[config.mk]
export PLATFORM = sky130hd
export DESIGN_NAME = conv_sequencer_flat
export DESIGN_NICKNAME = d
export VERILOG_FILES = /design/src/rtl/conv_sequencer_if.sv /design/src/rtl/conv_sequencer.sv /design/src/flat_wrapper.sv
export SDC_FILE = /design/constraint.sdc
export NUM_CORES = 1
export LEC_CHECK = 0
export BUFFER_PORTS_ARGS = -buffer_cell sky130_fd_sc_hd__buf_2
export CAP_MARGIN = 20
export CORE_MARGIN = 2
export CORE_UTILIZATION = 30
export CTS_CLUSTER_DIAMETER = 40
export DETAILED_ROUTE_END_ITERATION = 8
export SLEW_MARGIN = 20
export SYNTH_ARGS = -nofsm -noshare
export SYNTH_HDL_FRONTEND = slang
export SYNTH_SLANG_ARGS = --single-unit
[constraint.sdc]
create_clock -name clock -period 3.7 [get_ports clock]
set_clock_uncertainty 0.2 [all_clocks]
set_input_delay 0.74 -clock clock [delete_from_list [all_inputs] [get_ports clock]]
set_output_delay 0.74 -clock clock [all_outputs]
set_load 0.05 [all_outputs]
[src/rtl/conv_sequencer_if.sv]
// Bundles the start/done handshake, the shared memory read port, the tap-array
// controls and the output row write port used by conv_sequencer.
interface conv_sequencer_if #(
    parameter int IMG_W  = 16,
    parameter int ADDR_W = 12
);
    logic              start;
    logic              busy;
    logic              done;
    logic              mem_rd_en;
    logic [ADDR_W-1:0] mem_rd_addr;
    logic [IMG_W-1:0]  mem_rd_data;
    logic              conv_load_weight;
    logic [8:0]        conv_weight;
    logic              conv_go;
    logic [8:0]        conv_data;
    logic              conv_idx_en;
    logic [3:0]        conv_idx;
    logic [8:0]        neg_flags;
    logic              out_wr_en;
    logic [ADDR_W-1:0] out_wr_addr;
    logic [IMG_W-3:0]  out_wr_data;

    modport master (
        input  start, mem_rd_data, neg_flags,
        output busy, done, mem_rd_en, mem_rd_addr, conv_load_weight, conv_weight,
               conv_go, conv_data, conv_idx_en, conv_idx, out_wr_en, out_wr_addr, out_wr_data
    );

    modport slave (
        output start, mem_rd_data, neg_flags,
        input  busy, done, mem_rd_en, mem_rd_addr, conv_load_weight, conv_weight,
               conv_go, conv_data, conv_idx_en, conv_idx, out_wr_en, out_wr_addr, out_wr_data
    );
endinterface

[src/rtl/conv_sequencer.sv]
// Sequencer for the 3x3 binary convolution tap array: loads weights, buffers three
// image rows, streams every window into the taps and writes one packed output row per pass.
module conv_sequencer #(
    parameter int IMG_W  = 16,
    parameter int ADDR_W = 12
) (
    input  logic                clock,
    input  logic                reset,
    conv_sequencer_if.master    bus
);
    localparam int OW    = IMG_W - 2;
    localparam int ROW_W = $clog2(IMG_W);
    localparam int COL_W = $clog2(IMG_W);

    typedef enum logic [3:0] {
        S_IDLE  = 4'd0,
        S_WREQ  = 4'd1,
        S_WLOAD = 4'd2,
        S_RREQ  = 4'd3,
        S_RLAST = 4'd4,
        S_COMP  = 4'd5,
        S_DRAIN = 4'd6,
        S_WRITE = 4'd7,
        S_DONE  = 4'd8
    } state_t;

    state_t            state_r, state_s;
    logic [ROW_W-1:0]  row_r, row_s;
    logic [1:0]        sub_r, sub_s;
    logic [COL_W-1:0]  col_r, col_s;

    logic              busy_r, done_r, rd_en_r, load_r, go_r, wr_en_r;
    logic [ADDR_W-1:0] rd_addr_r;

    logic [IMG_W-1:0]  row_buf_r [3];
    logic              go_d_r;
    logic [COL_W-1:0]  col_d_r;
    logic [OW-1:0]     result_r;
    logic [8:0]        window_s;

    // A window sums to 9-2n; it is positive exactly when at most four taps are negative.
    function automatic logic [3:0] popcount9(input logic [8:0] v);
        logic [3:0] n;
        n = 4'd0;
        for (int k = 0; k < 9; k++) begin
            n = n + {3'd0, v[k]};
        end
        return n;
    endfunction

    // Next-state and counter logic
    always_comb begin
        state_s = state_r;
        row_s   = row_r;
        sub_s   = 2'd0;
        col_s   = {COL_W{1'b0}};
        case (state_r)
            S_IDLE: begin
                row_s = {ROW_W{1'b0}};
                if (bus.start) begin
                    state_s = S_WREQ;
                end else begin
                    state_s = S_IDLE;
                end
            end
            S_WREQ:  state_s = S_WLOAD;
            S_WLOAD: state_s = S_RREQ;
            S_RREQ: begin
                if (sub_r == 2'd2) begin
                    state_s = S_RLAST;
                end else begin
                    sub_s = sub_r + 2'd1;
                end
            end
            S_RLAST: state_s = S_COMP;
            S_COMP: begin
                if (col_r == COL_W'(OW - 1)) begin
                    state_s = S_DRAIN;
                end else begin
                    col_s = col_r + COL_W'(1);
                end
            end
            S_DRAIN: state_s = S_WRITE;
            S_WRITE: begin
                if (row_r == ROW_W'(OW - 1)) begin
                    state_s = S_DONE;
                end else begin
                    row_s   = row_r + ROW_W'(1);
                    state_s = S_RREQ;
                end
            end
            S_DONE:  state_s = S_IDLE;
            default: state_s = S_IDLE;
        endcase
    end

    // State, counters and strobes; strobes are decoded from the next state so they leave flops
    always_ff @(posedge clock or posedge reset) begin
        if (reset) begin
            state_r   <= S_IDLE;
            row_r     <= {ROW_W{1'b0}};
            sub_r     <= 2'd0;
            col_r     <= {COL_W{1'b0}};
            busy_r    <= 1'b0;
            done_r    <= 1'b0;
            rd_en_r   <= 1'b0;
            rd_addr_r <= {ADDR_W{1'b0}};
            load_r    <= 1'b0;
            go_r      <= 1'b0;
            wr_en_r   <= 1'b0;
        end else begin
            state_r   <= state_s;
            row_r     <= row_s;
            sub_r     <= sub_s;
            col_r     <= col_s;
            busy_r    <= (state_s != S_IDLE);
            done_r    <= (state_s == S_DONE);
            rd_en_r   <= (state_s == S_WREQ) || (state_s == S_RREQ);
            rd_addr_r <= (state_s == S_RREQ) ? (ADDR_W'(row_s) + ADDR_W'(sub_s) + ADDR_W'(1))
                                             : {ADDR_W{1'b0}};
            load_r    <= (state_s == S_WLOAD);
            go_r      <= (state_s == S_COMP);
            wr_en_r   <= (state_s == S_WRITE);
        end
    end

    // Row buffers fill one cycle behind each read; results land one cycle behind each go
    always_ff @(posedge clock or posedge reset) begin
        if (reset) begin
            for (int i = 0; i < 3; i++) begin
                row_buf_r[i] <= {IMG_W{1'b0}};
            end
            go_d_r   <= 1'b0;
            col_d_r  <= {COL_W{1'b0}};
            result_r <= {OW{1'b0}};
        end else begin
            if (state_r == S_RREQ) begin
                case (sub_r)
                    2'd1:    row_buf_r[0] <= bus.mem_rd_data;
                    2'd2:    row_buf_r[1] <= bus.mem_rd_data;
                    default: row_buf_r[0] <= row_buf_r[0];
                endcase
            end else if (state_r == S_RLAST) begin
                row_buf_r[2] <= bus.mem_rd_data;
            end else begin
                row_buf_r[2] <= row_buf_r[2];
            end
            go_d_r  <= go_r;
            col_d_r <= col_r;
            if (go_d_r) begin
                result_r[col_d_r] <= (popcount9(bus.neg_flags) <= 4'd4);
            end else begin
                result_r <= result_r;
            end
        end
    end

    // Window gather: tap 3*i+j sees buffered row i at column c+j
    always_comb begin
        window_s = 9'd0;
        for (int i = 0; i < 3; i++) begin
            for (int j = 0; j < 3; j++) begin
                window_s[3*i+j] = row_buf_r[i][col_r + COL_W'(j)];
            end
        end
    end

    assign bus.busy             = busy_r;
    assign bus.done             = done_r;
    assign bus.mem_rd_en        = rd_en_r;
    assign bus.mem_rd_addr      = rd_addr_r;
    assign bus.conv_load_weight = load_r;
    assign bus.conv_weight      = load_r ? bus.mem_rd_data[8:0] : 9'd0;
    assign bus.conv_go          = go_r;
    assign bus.conv_idx_en      = go_r;
    assign bus.conv_idx         = go_r ? 4'(col_r) : 4'd0;
    assign bus.conv_data        = go_r ? window_s : 9'd0;
    assign bus.out_wr_en        = wr_en_r;
    assign bus.out_wr_addr      = wr_en_r ? ADDR_W'(row_r) : {ADDR_W{1'b0}};
    assign bus.out_wr_data      = wr_en_r ? result_r : {OW{1'b0}};
endmodule
[src/flat_wrapper.sv]
// flat-port wrapper written by rule: the top's interface ports become plain ports
module conv_sequencer_flat 
#(
    parameter int IMG_W  = 16,
    parameter int ADDR_W = 12
)
  (clock, reset, bus_start, bus_mem_rd_data, bus_neg_flags, bus_busy, bus_done, bus_mem_rd_en, bus_mem_rd_addr, bus_conv_load_weight, bus_conv_weight, bus_conv_go, bus_conv_data, bus_conv_idx_en, bus_conv_idx, bus_out_wr_en, bus_out_wr_addr, bus_out_wr_data);
  conv_sequencer_if #(.IMG_W(IMG_W), .ADDR_W(ADDR_W)) bus_i ();
  input  logic clock;
  input  logic reset;
  input wire logic [$bits(bus_i.start)-1:0] bus_start;
  input wire logic [$bits(bus_i.mem_rd_data)-1:0] bus_mem_rd_data;
  input wire logic [$bits(bus_i.neg_flags)-1:0] bus_neg_flags;
  output wire logic [$bits(bus_i.busy)-1:0] bus_busy;
  output wire logic [$bits(bus_i.done)-1:0] bus_done;
  output wire logic [$bits(bus_i.mem_rd_en)-1:0] bus_mem_rd_en;
  output wire logic [$bits(bus_i.mem_rd_addr)-1:0] bus_mem_rd_addr;
  output wire logic [$bits(bus_i.conv_load_weight)-1:0] bus_conv_load_weight;
  output wire logic [$bits(bus_i.conv_weight)-1:0] bus_conv_weight;
  output wire logic [$bits(bus_i.conv_go)-1:0] bus_conv_go;
  output wire logic [$bits(bus_i.conv_data)-1:0] bus_conv_data;
  output wire logic [$bits(bus_i.conv_idx_en)-1:0] bus_conv_idx_en;
  output wire logic [$bits(bus_i.conv_idx)-1:0] bus_conv_idx;
  output wire logic [$bits(bus_i.out_wr_en)-1:0] bus_out_wr_en;
  output wire logic [$bits(bus_i.out_wr_addr)-1:0] bus_out_wr_addr;
  output wire logic [$bits(bus_i.out_wr_data)-1:0] bus_out_wr_data;
  assign bus_i.start = bus_start;
  assign bus_i.mem_rd_data = bus_mem_rd_data;
  assign bus_i.neg_flags = bus_neg_flags;
  assign bus_busy = bus_i.busy;
  assign bus_done = bus_i.done;
  assign bus_mem_rd_en = bus_i.mem_rd_en;
  assign bus_mem_rd_addr = bus_i.mem_rd_addr;
  assign bus_conv_load_weight = bus_i.conv_load_weight;
  assign bus_conv_weight = bus_i.conv_weight;
  assign bus_conv_go = bus_i.conv_go;
  assign bus_conv_data = bus_i.conv_data;
  assign bus_conv_idx_en = bus_i.conv_idx_en;
  assign bus_conv_idx = bus_i.conv_idx;
  assign bus_out_wr_en = bus_i.out_wr_en;
  assign bus_out_wr_addr = bus_i.out_wr_addr;
  assign bus_out_wr_data = bus_i.out_wr_data;
  conv_sequencer #(.IMG_W(IMG_W), .ADDR_W(ADDR_W)) u_core (.clock(clock), .reset(reset), .bus(bus_i));
endmodule
# After elaboration in Yosys (flattened, before gate mapping)
# Cells that the tools add are included.
[classes]
addsub = 14
order_cmp = 6
eq_ne = 17
muxes = 38
n_bitwise = 1
n_reduce_logical = 7
[op_table]
columns = ["cell", "n"]
rows = [
  ["$bmux W1 S4", 9],
  ["$mux W4", 8],
  ["$pmux W4 S8", 1],
  ["$add A4 B1 Y4", 7],
  ["$eq A4 B3 Y1 const B", 6],
  ["$lt A4 B5 Y1 const B", 4],
  ["$mux W9", 2],
  ["$eq A4 B2 Y1 const B", 4],
  ["$bwmux W14", 1],
  ["$mux W14", 1],
  ["$add A12 B1 Y12 const B", 1],
  ["$eq A4 B4 Y1 const B", 3],
  ["$mux W12", 1],
  ["$mux W1", 11],
  ["$add A4 B1 Y4 const B", 2],
  ["$eq A4 B1 Y1 const B", 2],
  ["$pmux W4 S2", 1],
  ["$reduce_and A2 Y1", 3],
  ["$add A4 B2 Y5", 1],
  ["$add A4 B2 Y4 const B", 1],
  ["$demux W1 S4", 1],
  ["$ge A4 B1 Y1 const B", 1],
  ["$le A4 B3 Y1 const B", 1],
  ["$logic_not A4 Y1", 1],
  ["9 further kinds", 10],
]
[totals]
regBits = 99
input_bits = 28

# Longest topological paths before layout
[depth]
ltp_word = 10
depth_mapped = 14
mapped_depth_nobuf = 14

# Least setup slack after synthesis
# OpenSTA, ideal clock, no wires.
[synth_path]
path_type = "input-to-reg"
start = "input bus_neg_flags[0]"
end = "register u_core.result_r[4]"
setup_ps = 65
arrival_ps = 3882
slack_ps = -447
stages = 14
cell_sequence = "ha_1 -> inv_1 -> fa_1 -> fa_1 -> fa_1 -> inv_1 -> ha_1 -> inv_1 -> fa_1 -> xnor2_1 -> a21oi_1 -> nor3_1 -> clkbuf_1 -> mux2_2"
[synth_between]
elab_chain_len = 10
[synth_rtl]
columns = ["item", "line_no", "rtl"]
rows = [
  ["from (decl)", "flat_wrapper.sv:13", "input wire logic [$bits(bus_i.neg_flags)-1:0] bus_neg_flags;"],
  ["$add A1 B1 Y2", "conv_sequencer.sv:46", "n = n + {3'd0, v[k]};"],
  ["$add A4 B1 Y4 (7 in a row)", "conv_sequencer.sv:46", ""],
  ["$le A4 B3 Y1", "conv_sequencer.sv:151", "result_r[col_d_r] <= (popcount9(bus.neg_flags) <= 4'd4);"],
  ["$bwmux W14", "conv_sequencer.sv:151", ""],
  ["to (signal assigned)", "conv_sequencer.sv:135", "result_r <= {OW{1'b0}};"],
  ["to (signal, indexed assignment)", "conv_sequencer.sv:151", ""],
  ["to (signal assigned)", "conv_sequencer.sv:153", "result_r <= result_r;"],
  ["to (decl)", "conv_sequencer.sv:38", "logic [OW-1:0] result_r;"],
]
# No other way between the ends.
# A chain may end at the register's enable or synchronous reset.

# Worst setup path after layout
[layout_path]
start = "input bus_neg_flags[0]"
end = "register u_core.result_r[12]"
# The elaborated chain is that of the path after synthesis.

==> out/results.ini <==
[final_layout]
layout_common_cells = dfrtp_1, buf_2, nand2_1, mux2_2, and2_1
area_growth_syn_to_layout_pct = 16.59
utilization_pct = 35.42
final_common_cell = dfrtp_1
final-seq-area_mm2 = 0.002328
fin_nets = 620
antenna_cells_inserted = 0
final_layout_size_suffix_gt1_share_pct = 37.61
final_cell_area_mm2 = 0.006604
layout.filler_cells = 1877
multi_input_comb_area_mm2 = 0.003083

[clocking]
cts_tree = built
clkLatencyLatePin_ps = 350
cts-buffers-inserted = 9
cts_buffer_depth = 2
htreeDepth = 3
cts_sinks = 93
clock_tree.root_cell = clkbuf_16
clkSlewWorstSetupHoldPaths_ps = 70

[die]
starting_density_of_the_core_pct = 30.38
fp-row-count = 50
placeable_core_region_mm2 = 0.01864
design.die.area_mm2 = 0.02000
fp.dieW_um = 141.4
pin_count = 95
die_y_um = 141.4

[worst_setup_path]
crit_start = bus_neg_flags[0]
r2r_path_start = u_core.state_r[2]$_DFF_PP0_
setup.worst_path.class = input pin to flip-flop
critPathMaxFanout = 14
critical_path_required_ps = 3730
worstSetupEndpointType = flip-flop
crit_arrival_ps = 3910
setup.worst_path.start_class = input pin

[timing]
post-route-worst-setup-slack_ps = -170.8
grt_setup_unrepaired = true
final-max-slew-violation-count = 0
setup_total_negative_slack_ps = -2229
finalHoldViolCount = 0
final.period_utilization_pct = 104.6
post-route-min-period_ps = 3871
tightestPinTransition_ps = 919.4
worst_slew_margin_rel_pct = 38.64
report.final.setup_viol = 14
max_freq_mhz = 258.3

[power_and_ir_drop]
ir_worst_vdd_v = 0.0002012
comb_power_share_pct = 17.1
internal-power_mw = 1.826
reported_net_switching_power_mw = 0.6691
fin_total_pwr_mw = 2.495
power.share.clock_pct = 35.5
power.sequential.fraction_pct = 47.4
leakagePower_nw = 3.124
proportion_of_total_power_due_to_net_switching_pct = 26.82
power_density_mw_per_mm2 = 377.9

[yosys]
yosysWarningCount = 0
synthesis.area_mm2 = 0.005664
synth_flop_cell = dfrtp_1
synth_sequential_area_ratio_pct = 41.09
synthArstFlopShare_pct = 100.0
synth_edf_count = 0
postSynthRegisterBits = 93
synth_cell_types = 52
synthCells = 492
synthesis.area_per_instance_um2 = 11.51

[run]
drv_cap = 0

[place]
dp_worst_setup_slack_ps = -816.5
port_buffers = 80
gp_congestion = 0.8414
hpwl_reported_at_the_end_of_detailed_placement_um = 9902
detailed_place.area_mm2 = 0.006271

[routing]
drc_errors = 0
routed_wl_per_cell_um = 15.88
ant_nets = 0
dr_total_vias = 3892
drt_pass1_iterations = 4
finalWirelength_um = 12880
drt-vias-per-instance = 4.799
initial_drc_count = 225

[global_routing]
gr-usage-all-layers_pct = 13.51
antenna_found_initial = 0
global_route_wire_length_before_repair_um = 20890
first_global_vias = 4015
grt_remaining_overflow = 0
largest_net_degree_at_the_start_of_global_routing = 52

[min_path]
holdCritStartpoint = u_core.col_r[0]$_DFF_PP0_
min-delay-path-class = flip-flop to flip-flop

[outcome]
violations = negative setup slack
status = complete, but fails checks

[layout make-up]
| cell class | count | share of cell area (%) |
|---|---|---|
| multi-input combinational | 350 | 46.68 |
| timing repair buffer | 95 | 7.958 |
| tap | 234 | 4.434 |
| sequential | 93 | 35.26 |
| inverter | 23 | 1.326 |
| clock inverter | 5 | 0.5116 |
| clock buffer | 11 | 3.827 |
[registers in the layout, indices dropped and copies added (netlist names)]
| name | cells |
|---|---|
| u_core.bus.mem_rd_en | 1 |
| u_core.bus.busy | 1 |
| u_core.row_buf_r | 48 |
| u_core.bus.conv_go | 1 |
| u_core.bus.done | 1 |
| u_core.col_d_r | 4 |
| u_core.bus.mem_rd_addr | 6 |
| u_core.result_r | 14 |
| u_core.bus.conv_load_weight | 1 |
| u_core.sub_r | 2 |
| u_core.bus.out_wr_en | 1 |
| u_core.go_d_r | 1 |
| u_core.row_r | 4 |
| u_core.state_r | 4 |
| u_core.col_r | 4 |
[worst paths after layout]
kind	to	slack (ps)	cells after the start
min reg2reg	u_core.col_d_r[0]$_DFF_PP0_	280	0
min	u_core.col_d_r[0]$_DFF_PP0_	280	0
max	u_core.result_r[12]$_DFFE_PP0P_	-170	14
min in group asynchronous	u_core.result_r[10]$_DFFE_PP0P_	360	2
max reg2reg	u_core.bus.mem_rd_addr[4]$_DFF_PP0_	320	13
max in group asynchronous	u_core.row_buf_r[25]$_DFFE_PP0P_	2170	3
[cell usage after synthesis, types with 3 or more instances]
cell / number / area (µm²)
a211oi_1: 3 / 22.52
a21oi_1: 7 / 35.03
and2_1: 37 / 231.5
buf_2: 8 / 40.04
buf_4: 18 / 135.1
buf_6: 5 / 56.30
clkbuf_1: 6 / 22.52
dfrtp_1: 93 / 2327
fa_1: 6 / 120.1
ha_1: 14 / 175.2
inv_1: 21 / 78.83
mux2_2: 46 / 518.0
mux2_4: 9 / 135.1
mux2i_1: 15 / 150.1
mux4_2: 30 / 675.7
nand2_1: 71 / 266.5
nand2b_1: 8 / 50.05
nand3_1: 6 / 30.03
nand3b_1: 4 / 30.03
nor2_1: 33 / 123.9
nor2b_1: 3 / 18.77
nor3_1: 5 / 25.02
o211a_1: 3 / 30.03
o21ai_0: 5 / 25.02
xnor2_1: 4 / 35.03
[cell families (layout without fill, tap and decap cells)]
family | count (synthesis) | in the layout | synth area share (%)
other cells | 1 | 15 | 0.06621
buf+inv | 63 | 134 | 6.406
xor+xnor | 7 | 7 | 1.414
compound gates | 27 | 27 | 3.645
mux | 100 | 100 | 26.11
simple gates | 181 | 181 | 16.06
flops | 93 | 93 | 41.09
fa+ha+maj | 20 | 20 | 5.213
[routing by layer]
layer	GRT usage, %	wire length (µm)	vias to the layer above
met1	17.19	5783	1963
met4	4.579	161	0
met3	2.902	538	10
met2	22.89	6398	79
met5	0	0	-
li1	-	-	1840
[worst max-delay path: stages]
cell and delay [ps]:
buf_2 110, ha_4 250, inv_2 30, fa_1 490, fa_1 430, fa_1 490
inv_1 40, ha_2 170, inv_2 50, fa_2 430, a21oi_2 190, nor3_4 70
buf_12 140, mux2_2 260
[timing repair]
action,in CTS,in global routing
resized for setup,3,1
setup buffers,1,0
pin swaps,2,0
hold buffers,0,0
endpoints found under the setup margin,17,15
[metrics by stage]
step           hold WS, ps  instances
2_1_floorplan        148.7        506
3_3_place_gp         237.6        794
3_5_place_dp         243.2        794
4_1_cts              255.6        811
5_1_grt              298.1        811
6_report             278.9        811
[power groups by stage]
stage / Sequential [mW] / Combinational, mW / Clock, mW
after floorplan: 1.18 / 0.315 / 0
after global placement: 1.20 / 0.365 / 0
after detailed placement: 1.20 / 0.386 / 0
final: 1.18 / 0.426 / 0.886
after global routing: 1.20 / 0.466 / 0.955
after CTS: 1.18 / 0.434 / 0.917
(Power assumes the default switching activity.)
